**src/rtl/axis_width_pkg.sv**
```systemverilog
// -----------------------------------------------------------------------------
// axis_width_pkg
// Shared definitions for the AXI4-Stream width converters
// (axis_dwidth_upsizer / axis_dwidth_downsizer).
//   - AXIS_DEF_WIDTH / AXIS_DEF_NUM_REG : default lane width and lane count
//   - lane_cnt_w()                      : lane-counter width for a lane count,
//                                         never narrower than 1 bit
//   - lane_cnt_t                        : lane-counter type for the defaults
//   - lane_lsb()                        : bit offset of a lane in a packed word
// No ports (package).
// -----------------------------------------------------------------------------
package axis_width_pkg;

    localparam int AXIS_DEF_WIDTH   = 32;
    localparam int AXIS_DEF_NUM_REG = 2;

    // Width of a counter that spans 0..num_reg-1; a single lane pair still
    // needs one bit, so clamp the minimum at 1.
    function automatic int lane_cnt_w(input int num_reg);
        return (num_reg > 2) ? $clog2(num_reg) : 1;
    endfunction

    localparam int AXIS_DEF_CNT_W = lane_cnt_w(AXIS_DEF_NUM_REG);

    typedef logic [AXIS_DEF_CNT_W-1:0] lane_cnt_t;

    // LSB position of lane 'lane' in a word built from 'width'-bit lanes.
    function automatic int unsigned lane_lsb(input int unsigned lane,
                                             input int unsigned width);
        return lane * width;
    endfunction

endpackage

```
**src/rtl/axis_dwidth_upsizer_out_reg.sv**
```systemverilog
// -----------------------------------------------------------------------------
// axis_out_reg
// Single-entry AXI4-Stream holding register. A new payload is loaded whenever
// the register is empty or is being drained in the same cycle, so a word can
// be handed over back-to-back without a bubble. While the consumer stalls the
// payload is frozen.
// Ports:
//   clk, rst    : clock, asynchronous active-high reset (clears valid and data)
//   load_valid  : producer offers a payload
//   load_ready  : register can take a payload this cycle (comb. from m_ready)
//   load_data   : payload to capture
//   m_valid     : register holds a payload
//   m_ready     : consumer accepts the held payload
//   m_data      : held payload
// -----------------------------------------------------------------------------
module axis_out_reg
    import axis_width_pkg::*;
#(
    parameter int DATA_W = AXIS_DEF_WIDTH * AXIS_DEF_NUM_REG + 1
) (
    input  logic              clk,
    input  logic              rst,
    input  logic              load_valid,
    output logic              load_ready,
    input  logic [DATA_W-1:0] load_data,
    output logic              m_valid,
    input  logic              m_ready,
    output logic [DATA_W-1:0] m_data
);

    logic              valid_q;
    logic              valid_d;
    logic [DATA_W-1:0] data_q;
    logic [DATA_W-1:0] data_d;
    logic              load_fire;

    // Empty, or emptying this cycle: either way the slot is free at the edge.
    assign load_ready = !valid_q || m_ready;
    assign load_fire  = load_valid && load_ready;

    always_comb begin
        valid_d = valid_q;
        data_d  = data_q;
        if (load_fire) begin
            // Covers both a fresh load and a reload on a draining cycle.
            valid_d = 1'b1;
            data_d  = load_data;
        end else if (m_ready) begin
            valid_d = 1'b0;
        end
    end

    always_ff @(posedge clk or posedge rst) begin
        if (rst) begin
            valid_q <= 1'b0;
            data_q  <= '0;
        end else begin
            valid_q <= valid_d;
            data_q  <= data_d;
        end
    end

    assign m_valid = valid_q;
    assign m_data  = data_q;

endmodule

```
**src/rtl/axis_dwidth_upsizer.sv**
```systemverilog
// -----------------------------------------------------------------------------
// axis_dwidth_upsizer
// Packs NUM_REG consecutive WIDTH-bit slave beats into one WIDTH*NUM_REG-bit
// master word, first beat in the least-significant lane. A tlast beat closes
// the word early; lanes above it are zero. Inverse of axis_dwidth_downsizer.
//
// Optional feature macro: AXIS_UPSIZER_TKEEP_EN
//   defined   -> m_axis_tkeep port present, one flag per populated lane
//   undefined -> no tkeep port; partial words are marked by tlast only
//
// Ports:
//   aclk, areset   : clock, asynchronous active-high reset
//   s_axis_tvalid  : slave beat valid
//   s_axis_tready  : slave beat accepted (comb. from m_axis_tready on the
//                    beat that completes a word)
//   s_axis_tdata   : slave lane data (WIDTH)
//   s_axis_tlast   : last beat of packet
//   m_axis_tvalid  : master word valid
//   m_axis_tready  : downstream ready
//   m_axis_tdata   : packed word, lane k at [k*WIDTH +: WIDTH]
//   m_axis_tkeep   : per-lane valid flags (AXIS_UPSIZER_TKEEP_EN only)
//   m_axis_tlast   : word holds the last beat of a packet
//
// NUM_REG must be at least 2.
// -----------------------------------------------------------------------------
module axis_dwidth_upsizer
    import axis_width_pkg::*;
#(
    parameter int WIDTH   = AXIS_DEF_WIDTH,
    parameter int NUM_REG = AXIS_DEF_NUM_REG
) (
    input  logic                     aclk,
    input  logic                     areset,
    input  logic                     s_axis_tvalid,
    output logic                     s_axis_tready,
    input  logic [WIDTH-1:0]         s_axis_tdata,
    input  logic                     s_axis_tlast,
    output logic                     m_axis_tvalid,
    input  logic                     m_axis_tready,
    output logic [WIDTH*NUM_REG-1:0] m_axis_tdata,
`ifdef AXIS_UPSIZER_TKEEP_EN
    output logic [NUM_REG-1:0]       m_axis_tkeep,
`endif
    output logic                     m_axis_tlast
);

    localparam int CNT_W  = lane_cnt_w(NUM_REG);
    localparam int WORD_W = WIDTH * NUM_REG;
    localparam int ACC_W  = WIDTH * (NUM_REG - 1);

    typedef logic [CNT_W-1:0] cnt_t;

    // Stage 0: lane counter and accumulator (lanes 0..NUM_REG-2)
    cnt_t              lane_cnt_q;
    cnt_t              lane_cnt_d;
    logic [ACC_W-1:0]  acc_q;
    logic [ACC_W-1:0]  acc_d;

    logic              completing;
    logic              accept;
    logic              load_valid;
    logic              load_ready;
    logic [WORD_W-1:0] load_word;

    // The last lane never needs storage: the beat that fills it goes
    // straight into the output register together with the accumulator.
    assign completing = (lane_cnt_q == cnt_t'(NUM_REG - 1)) || s_axis_tlast;

    // Filling beats only touch the accumulator, so they never wait on the
    // output side; only the beat that produces a word can stall.
    assign s_axis_tready = completing ? load_ready : 1'b1;
    assign accept        = s_axis_tvalid && s_axis_tready;
    assign load_valid    = s_axis_tvalid && completing;

    // Word assembled from the accumulator plus the incoming beat. Lanes above
    // lane_cnt stay zero so short tails are zero-padded.
    always_comb begin
        load_word = '0;
        for (int k = 0; k < NUM_REG - 1; k++) begin
            if (k < int'(lane_cnt_q)) begin
                load_word[lane_lsb(k, WIDTH) +: WIDTH] = acc_q[lane_lsb(k, WIDTH) +: WIDTH];
            end
        end
        for (int k = 0; k < NUM_REG; k++) begin
            if (k == int'(lane_cnt_q)) begin
                load_word[lane_lsb(k, WIDTH) +: WIDTH] = s_axis_tdata;
            end
        end
    end

    always_comb begin
        lane_cnt_d = lane_cnt_q;
        acc_d      = acc_q;
        if (accept) begin
            if (completing) begin
                lane_cnt_d = '0;
                acc_d      = '0;
            end else begin
                for (int k = 0; k < NUM_REG - 1; k++) begin
                    if (k == int'(lane_cnt_q)) begin
                        acc_d[lane_lsb(k, WIDTH) +: WIDTH] = s_axis_tdata;
                    end
                end
                lane_cnt_d = lane_cnt_q + cnt_t'(1);
            end
        end
    end

    always_ff @(posedge aclk or posedge areset) begin
        if (areset) begin
            lane_cnt_q <= '0;
            acc_q      <= '0;
        end else begin
            lane_cnt_q <= lane_cnt_d;
            acc_q      <= acc_d;
        end
    end

    // Stage 1: output holding register; payload = {[keep,] last, data}
`ifdef AXIS_UPSIZER_TKEEP_EN
    localparam int PAYLOAD_W = WORD_W + 1 + NUM_REG;

    logic [NUM_REG-1:0] load_keep;

    always_comb begin
        load_keep = '0;
        for (int k = 0; k < NUM_REG; k++) begin
            if (k <= int'(lane_cnt_q)) begin
                load_keep[k] = 1'b1;
            end
        end
    end

    logic [PAYLOAD_W-1:0] load_payload;
    logic [PAYLOAD_W-1:0] m_payload;

    assign load_payload = {load_keep, s_axis_tlast, load_word};
    assign {m_axis_tkeep, m_axis_tlast, m_axis_tdata} = m_payload;
`else
    localparam int PAYLOAD_W = WORD_W + 1;

    logic [PAYLOAD_W-1:0] load_payload;
    logic [PAYLOAD_W-1:0] m_payload;

    assign load_payload = {s_axis_tlast, load_word};
    assign {m_axis_tlast, m_axis_tdata} = m_payload;
`endif

    axis_out_reg #(
        .DATA_W (PAYLOAD_W)
    ) u_out_reg (
        .clk        (aclk),
        .rst        (areset),
        .load_valid (load_valid),
        .load_ready (load_ready),
        .load_data  (load_payload),
        .m_valid    (m_axis_tvalid),
        .m_ready    (m_axis_tready),
        .m_data     (m_payload)
    );

endmodule

```
**config.mk**
```make
export PLATFORM = sky130hd
export DESIGN_NAME = axis_dwidth_upsizer
export DESIGN_NICKNAME = d
export VERILOG_FILES = /design/src/rtl/axis_width_pkg.sv /design/src/rtl/axis_dwidth_upsizer_out_reg.sv /design/src/rtl/axis_dwidth_upsizer.sv
export SDC_FILE = /design/constraint.sdc
export NUM_CORES = 1
export LEC_CHECK = 0
export CORE_ASPECT_RATIO = 0.75
export CORE_MARGIN = 1.5
export CORE_UTILIZATION = 48
export DETAILED_ROUTE_END_ITERATION = 8
export PLACE_DENSITY = 0.79
export REMOVE_ABC_BUFFERS = 1
export SYNTH_ARGS = -nofsm -noshare
export SYNTH_HDL_FRONTEND = slang
export SYNTH_HIERARCHICAL = 1
export SYNTH_SLANG_ARGS = --single-unit
```
**constraint.sdc**
```tcl
create_clock -name aclk -period 6.2 [get_ports aclk]
set_clock_uncertainty 0.05 [all_clocks]
set_input_delay 1.24 -clock aclk [delete_from_list [all_inputs] [get_ports aclk]]
set_output_delay 1.24 -clock aclk [all_outputs]
set_load 0.03 [all_outputs]
```
Word level (Yosys, flattened, before mapping)
Index checks and enable logic that the tools add are counted.
- bits in registers: 99
- bits of input ports: 37
- add/subtract/negate cells: 1
- order comparisons: 1
- reduce and logical (&&, ||, !) cells: 8
- mux-type cells: 9
- equality and inequality tests: 1
- operator list (cell ; count):
    32-bit two-way mux ; 5
    1-bit two-way mux ; 4
    1-bit logical AND ; 3
    1-bit logical OR ; 2
    2-bit by 1-bit != test with 1-bit output (second input constant) ; 1
    2-bit AND reduction ; 1
    2-bit nonzero test ; 1
    1-bit adder (second input constant) ; 1
    1-bit logical NOT ; 1
    1-bit < comparator (first input constant) ; 1

Longest topological paths before layout
Gate-level depths: netlist of the first run.
- word-level depth: 5
- depth in mapped cells: 6

By module
The synthesis of the first run kept the hierarchy.
- modules (own cells, without submodules) (module ; instances ; cells an instance ; seq. area each (µm²) ; area an instance (µm²)):
    axis_out_reg ; 1 ; 142 ; 1651.6 ; 2731.4
    axis_dwidth_upsizer ; 1 ; 151 ; 825.8 ; 1794.2

Least setup slack after synthesis of the first run
Ideal clock, no wire load.
- path kind: input port to output port
- start: input m_axis_tready
- end: output s_axis_tready
- arrival: 1.774 ns
- setup slack: 3.136 ns
- cell stages on the path: 2
- path buffers: 0
- data required time: 4.910 ns
- cell sequence: nand2b_4 > or2_2
- longest elaborated chain between the ends: 2
- RTL lines (what ; line ; RTL):
    start, declared ; axis_dwidth_upsizer.sv:39 ; input logic m_axis_tready,
    1-bit logical OR ; axis_dwidth_upsizer_out_reg.sv:38 ; assign load_ready = !valid_q || m_ready;
    1-bit two-way mux ; axis_dwidth_upsizer.sv:71 ; assign s_axis_tready = completing ? load_ready : 1'b1;
    end, declared ; axis_dwidth_upsizer.sv:35 ; output logic s_axis_tready,
Every way passes these cells.

Worst setup path after layout of the first run
- start: input s_axis_tlast
- end: output s_axis_tready
- longest elaborated chain between the ends: 2
- RTL lines (what ; line ; RTL):
    start, declared ; axis_dwidth_upsizer.sv:37 ; input logic s_axis_tlast,
    1-bit logical OR ; axis_dwidth_upsizer.sv:67 ; assign completing = (lane_cnt_q == cnt_t'(NUM_REG - 1)) || s_axis_tlast;
    1-bit two-way mux ; axis_dwidth_upsizer.sv:71 ;
Every way passes these cells.

==> out/metrics.csv, run 1 <==
metric,value,unit
outcome,"complete, no violations",
synth.yosys.warnings,6,
worstRegToRegCells,4,
ioPinCount,104,
cts.path.max_buffers,2,
hold_viol,0,
achievable-frequency,248,MHz
synth.cell_area,0.00453,mm²
global_route.usage.total,20.4,%
detail_route.drc_violations,0,
crit_path_max_incr_delay,0.66,ns
clkLatencyLatePin,0.34,ns
post_cts_resize_count,0,
gp_routability_congestion,0.694,
yosys-mux-area-fraction,28.3,%
tightest_slew,1.20,ns
critical_path.reg2reg.endpoint,u_out_reg/m_data[20],
grt_max_degree,66,
top_cell_by_count_worst_path,sky130_fd_sc_hd__clkdlybuf4s50_1,
clkSlewWorstSetupHoldPaths,0.06,ns
syn-mean-instance-area,15.4,µm²
cellPowerDensity,387,mW/mm²
port-buffer-count,103,
worst-endpoint-required,4.91,ns
postCtsHoldBufs,0,
core.rowCount,30,
post_synthesis_compound_gate_area_fraction,6.47,%
share_of_final_layout_standard_cells_stronger_than_drive_strength_1,30.4,%
ys_seq_elements,99,
min_delay_worst_endpoint,acc_q[23],
synth-simple-area-share,5.70,%
setup.reg_to_reg.worst_slack,3.88,ns
placeableCoreArea,0.00912,mm²
synth.top_cells.by_area,"sky130_fd_sc_hd__dfrtp_1, sky130_fd_sc_hd__mux2_4, sky130_fd_sc_hd__mux2_2",
antenna_found_initial,0,
critical_path.startpoint,s_axis_tlast,
route.antenna.remaining_nets,0,
setup_violating_endpoint_count_in_the_final_report,0,
crit_slowest_cell,sky130_fd_sc_hd__clkdlybuf4s50_1,
final_period_minus_worst_setup_slack,4.04,ns
detail_route.vias_per_cell,5.17,
antenna_cells_inserted,0,
fin_nets,428,
mostFrequentLayoutCell,sky130_fd_sc_hd__clkdlybuf4s50_1,
crit_chain,"clkdlybuf4s50_1, nor2_1, or2_2, clkdlybuf4s50_1",
hold_path.startpoint,acc_q[23],
clock-sinks,99,
initial_core_util,49.6,%
cts_tree,built,
hold_path_class,reg -> reg,
yosys.area.top_type_share,54.7,%
power.ir.vdd_worst,0.181,mV
max_capacitance_violation_count,0,
synth.distinct_cells,19,
synth_top_family_by_area,multiplexers,
htreeDepth,3,
synth_xor_area_share,0,%
crit_fanout,4,
hold-path-cell-count,1,
beginning_of_the_worst_register_to_register_path,lane_cnt_q,
global_route_wire_length_before_repair,15600,µm
unrepaired_setup_endpoints_after_global_routing,no,
syn2layout_area_growth,28.7,%
cts-buffers-inserted,9,
worst_path_dominant_cell_family,buffers and inverters,
maxSlewHeadroom,20.2,%
final_cell_mix,"sky130_fd_sc_hd__clkdlybuf4s50_1, sky130_fd_sc_hd__dfrtp_1, sky130_fd_sc_hd__mux2_4",
timing.critical_path.arrival,2.75,ns
die_x_extent,115,µm
postCtsSetupBuffers,0,
sequential_element_share_of_the_synthesized_area,54.7,%
globalRouteOverflowTotal,0,
drtIter0Drc,140,
floorplan.die.height,87.1,µm
critPathLaunchType,primary input,
yosys.area_share.adder,0,%
p_total,0.00226,W
setup_tns,0,ns
vias_in_the_first_global_route,2907,
crit_end_category,output port,
half_perimeter_wire_length_after_placement,5690,µm
period_share,65.2,%
drtPass1Iterations,4,
timing.critical_path.buf_inv,2,
dieArea,0.0100,mm²
timing_max_transition_violations_final,0,
leakagePower,2.73,nW
top_cell_type_by_total_area_after_synthesis,sky130_fd_sc_hd__dfrtp_1,
critical_path_class,in -> out,
route.final.wire_length,9350,µm
cp.depth,4,
wl_per_cell,17.9,µm
via_count,2706,
syn-instance-count,293,
ctsRootBufferMaster,sky130_fd_sc_hd__clkbuf_16,
==> logic make-up after synthesis <==
family,count (synthesis)
buf+inv,23
compound gates,34
flops,99
simple gates,40
mux,97
==> worst max path at each step <==
stage | endpoint | slack [ns]
2_1_floorplan | s_axis_tready | 3.04
5_1_grt | s_axis_tready | 2.14
3_5_place_dp | s_axis_tready | 2.17
3_3_place_gp | s_axis_tready | 2.22
4_1_cts | s_axis_tready | 2.17
6_report | s_axis_tready | 2.16
==> power breakdown <==
group          leakage, nW  switching [W]  internal (W)
clock network        0.136       0.000224      0.000310
registers             1.27      0.0000858      0.000788
logic                 1.32       0.000421      0.000428
==> per-layer routing <==
layer  vias to the layer above  track usage (%)  share of wire, %
met5                         -                0                 0
met4                         0             6.51               1.1
met3                        11             6.61               6.5
met2                        86             30.6                43
met1                      1376             28.3                49
li1                       1233                -                 -
==> registers in the layout, summed over array words and instances (netlist names) <==
register and flops:
u_out_reg/m_valid 1, acc_q 32, lane_cnt_q 1, u_out_reg/m_data 65
==> worst reg2reg max path, cell delays in order (launching register included) <==
cell	delay (ns)
sky130_fd_sc_hd__dfrtp_2	0.40
sky130_fd_sc_hd__nor2_1	0.25
sky130_fd_sc_hd__nor2b_1	0.14
sky130_fd_sc_hd__nand2_4	0.86
sky130_fd_sc_hd__mux2_2	0.49
==> Yosys cell counts <==
cell / instances
sky130_fd_sc_hd__nor2b_1: 1
sky130_fd_sc_hd__o21ai_1: 1
sky130_fd_sc_hd__or2_2: 1
sky130_fd_sc_hd__a21o_1: 1
sky130_fd_sc_hd__dfrtp_1: 99
sky130_fd_sc_hd__buf_2: 9
sky130_fd_sc_hd__buf_12: 6
sky130_fd_sc_hd__mux2_4: 50
sky130_fd_sc_hd__inv_1: 2
sky130_fd_sc_hd__a22o_1: 32
sky130_fd_sc_hd__nand2_4: 1
sky130_fd_sc_hd__and2_1: 33
sky130_fd_sc_hd__nor2_1: 1
sky130_fd_sc_hd__buf_6: 3
sky130_fd_sc_hd__nand2b_4: 1
sky130_fd_sc_hd__nand2_1: 1
sky130_fd_sc_hd__mux2_2: 47
sky130_fd_sc_hd__clkbuf_1: 3
sky130_fd_sc_hd__nand2b_1: 1
==> layout make-up <==
cell class	count	area, µm²
clock inverter	3	40.0
timing repair buffer	108	1070
multi-input combinational	171	1830
sequential	99	2480
inverter	2	7.51
clock buffer	12	236
tap	128	160
fill	666	3300
==> per-stage QoR <==
step	setup WS, ns	hold slack [ns]	area [µm²]	utilization [%]	std cells
after detailed placement	2.17	0.426	5550	60.8	508
final	2.16	0.442	5830	63.9	523
after global placement	2.22	0.427	5550	60.8	508
after floorplan	3.04	0.411	4320	-	272
after global routing	2.14	0.456	5830	63.9	523
after CTS	2.17	0.447	5830	63.9	523
Note: power is estimated with default switching activity, not from simulation.
==> run 2, diff against run 1 <==
- clock period: 6.2 -> 3.8 ns (I/O delays scaled with it)
==> out/metrics.csv, run 2 (synthesized netlist as in run 1, its figures left out) <==
metric,value,unit,change
clkSlewWorstSetupHoldPaths,0.07,ns,about the same
hold-path-cell-count,1,,unchanged
postCtsSetupBuffers,0,,unchanged
postCtsHoldBufs,0,,unchanged
globalRouteOverflowTotal,0,,unchanged
post_cts_resize_count,0,,unchanged
largest_reg_flops,65,,unchanged
cts.path.max_buffers,2,,unchanged
top_cell_by_count_worst_path,sky130_fd_sc_hd__clkdlybuf4s50_1,,
crit_path_max_incr_delay,0.65,ns,about the same
grt_max_degree,66,,unchanged
placed_cell_area,0.00559,mm²,+0.72%
leakagePower,2.78,nW,+2.0%
critical_path_class,in -> out,,
core.rowCount,30,,unchanged
gp_routability_congestion,0.700,,+0.86%
min_delay_worst_endpoint,acc_q[23],,
crit_end_category,output port,,
fillCellCount,702,,+5.4%
critPathLaunchType,primary input,,
crit_slowest_cell,sky130_fd_sc_hd__clkdlybuf4s50_1,,
worstRegToRegCells,5,,+1
power.ir.vdd_worst,0.316,mV,+75%
cts_tree,built,,
ctsRootBufferMaster,sky130_fd_sc_hd__clkbuf_16,,
fin_nets,430,,+0.47%
antenna_cells_inserted,0,,unchanged
route.final.wire_length,9530,µm,+1.9%
max_capacitance_violation_count,0,,unchanged
detail_route.vias_per_cell,5.22,,+0.86%
outcome,"complete, no violations",,
cts-buffers-inserted,9,,unchanged
final_cells,526,,+0.57%
placeableCoreArea,0.00912,mm²,unchanged
drtPass1Iterations,6,,+2
clock-sinks,99,,unchanged
setup_violating_endpoint_count_in_the_final_report,0,,unchanged
global_route.usage.total,20.6,%,+0.25 points
antenna_found_initial,0,,unchanged
period_share,80.4,%,
maxSlewHeadroom,51.8,%,+32 points
critical_path.reg2reg.endpoint,u_out_reg/m_data[20],,
vias_in_the_first_global_route,2953,,+1.6%
setup.reg_to_reg.worst_slack,1.68,ns,-2.20 ns
beginning_of_the_worst_register_to_register_path,lane_cnt_q,,
initial_core_util,49.6,%,unchanged
hold_viol,0,,unchanged
wl_per_cell,18.1,µm,+1.4%
design_area,0.00595,mm²,+2.2%
port-buffer-count,103,,unchanged
timing.critical_path.arrival,2.24,ns,-0.51 ns
htreeDepth,3,,unchanged
hold_path.startpoint,acc_q[23],,
tightest_slew,0.722,ns,-0.475 ns
mostFrequentLayoutCell,sky130_fd_sc_hd__clkdlybuf4s50_1,,
clkLatencyLatePin,0.34,ns,about the same
timing_max_transition_violations_final,0,,unchanged
half_perimeter_wire_length_after_placement,5900,µm,+3.7%
setup_tns,0,ns,unchanged
hold_path_class,reg -> reg,,
ioPinCount,104,,unchanged
drtIter0Drc,106,,-24%
die_x_extent,115,µm,unchanged
crit_chain,"clkdlybuf4s50_1, nor2_1, or2_2, clkdlybuf4s50_1",,
via_count,2745,,+1.4%
cellPowerDensity,657,mW/mm²,+70%
crit_fanout,4,,unchanged
route.antenna.remaining_nets,0,,unchanged
syn2layout_area_growth,31.6,%,
final_cell_mix,"sky130_fd_sc_hd__clkdlybuf4s50_1, sky130_fd_sc_hd__dfrtp_1, sky130_fd_sc_hd__mux2_4",,
detail_route.drc_violations,0,,unchanged
worst-endpoint-required,2.99,ns,-1.92 ns
final_period_minus_worst_setup_slack,3.05,ns,
dieArea,0.0100,mm²,unchanged
placed_instances,510,,+0.39%
share_of_final_layout_standard_cells_stronger_than_drive_strength_1,31.7,%,+1.3 points
unrepaired_setup_endpoints_after_global_routing,no,,
achievable-frequency,327,MHz,
global_route_wire_length_before_repair,15700,µm,+0.66%
postLayoutCoreUtil,65.3,%,+1.4 points
floorplan.die.height,87.1,µm,unchanged
-- run 2: worst max path at each step --
stage	start	to	slack (ns)	depth (start not counted)
after floorplan	lane_cnt_q	acc_q[0]	0.82	3
after global placement	m_axis_tready	s_axis_tready	0.78	4
after detailed placement	s_axis_tlast	s_axis_tready	0.76	4
after CTS	s_axis_tlast	s_axis_tready	0.76	4
after global routing	s_axis_tlast	s_axis_tready	0.70	4
final	s_axis_tlast	s_axis_tready	0.75	4
-- run 2: worst max-delay path: cells and delay by family --
kind | cells | cell delay (ns)
buffers and inverters | 2 | 1.08
and+or+nand+nor | 2 | 0.39
-- run 2: layout make-up --
type	count	area, µm²	area share [%]
flip-flops and latches	99	2480	41.6
multi-input cells	171	1830	30.8
repair buffers	110	1110	18.6
clock buffers	9	225	3.78
well taps	128	160	2.69
clock inverters	7	140	2.35
inverters	2	7.51	0.126
-- run 2: through the flow --
stage	hold slack, ns	setup WS [ns]	power (W)
global placement	0.426	0.778	0.00280
detailed placement	0.426	0.762	0.00283
CTS	0.450	0.756	0.00395
floorplan	0.411	0.815	0.00227
global route	0.461	0.704	0.00409
finish	0.447	0.746	0.00391
-- run 2: where the power goes --
part | internal [W] | total, W | switching, W | leakage, nW
clock | 0.000708 | 0.00110 | 0.000392 | 0.172
sequential | 0.00129 | 0.00142 | 0.000134 | 1.27
combinational | 0.000699 | 0.00139 | 0.000692 | 1.34
total | 0.00269 | 0.00391 | 0.00122 | 2.78
-- run 2: metal layers --
metal  part of all wire, %  vias to the layer above  global-route usage (%)
met5                     0                        -                       0
met4                  0.23                        0                    4.04
met3                   7.2                        4                    8.56
met2                    46                       81                    32.0
met1                    47                     1424                    27.5
li1                      -                     1236                       -
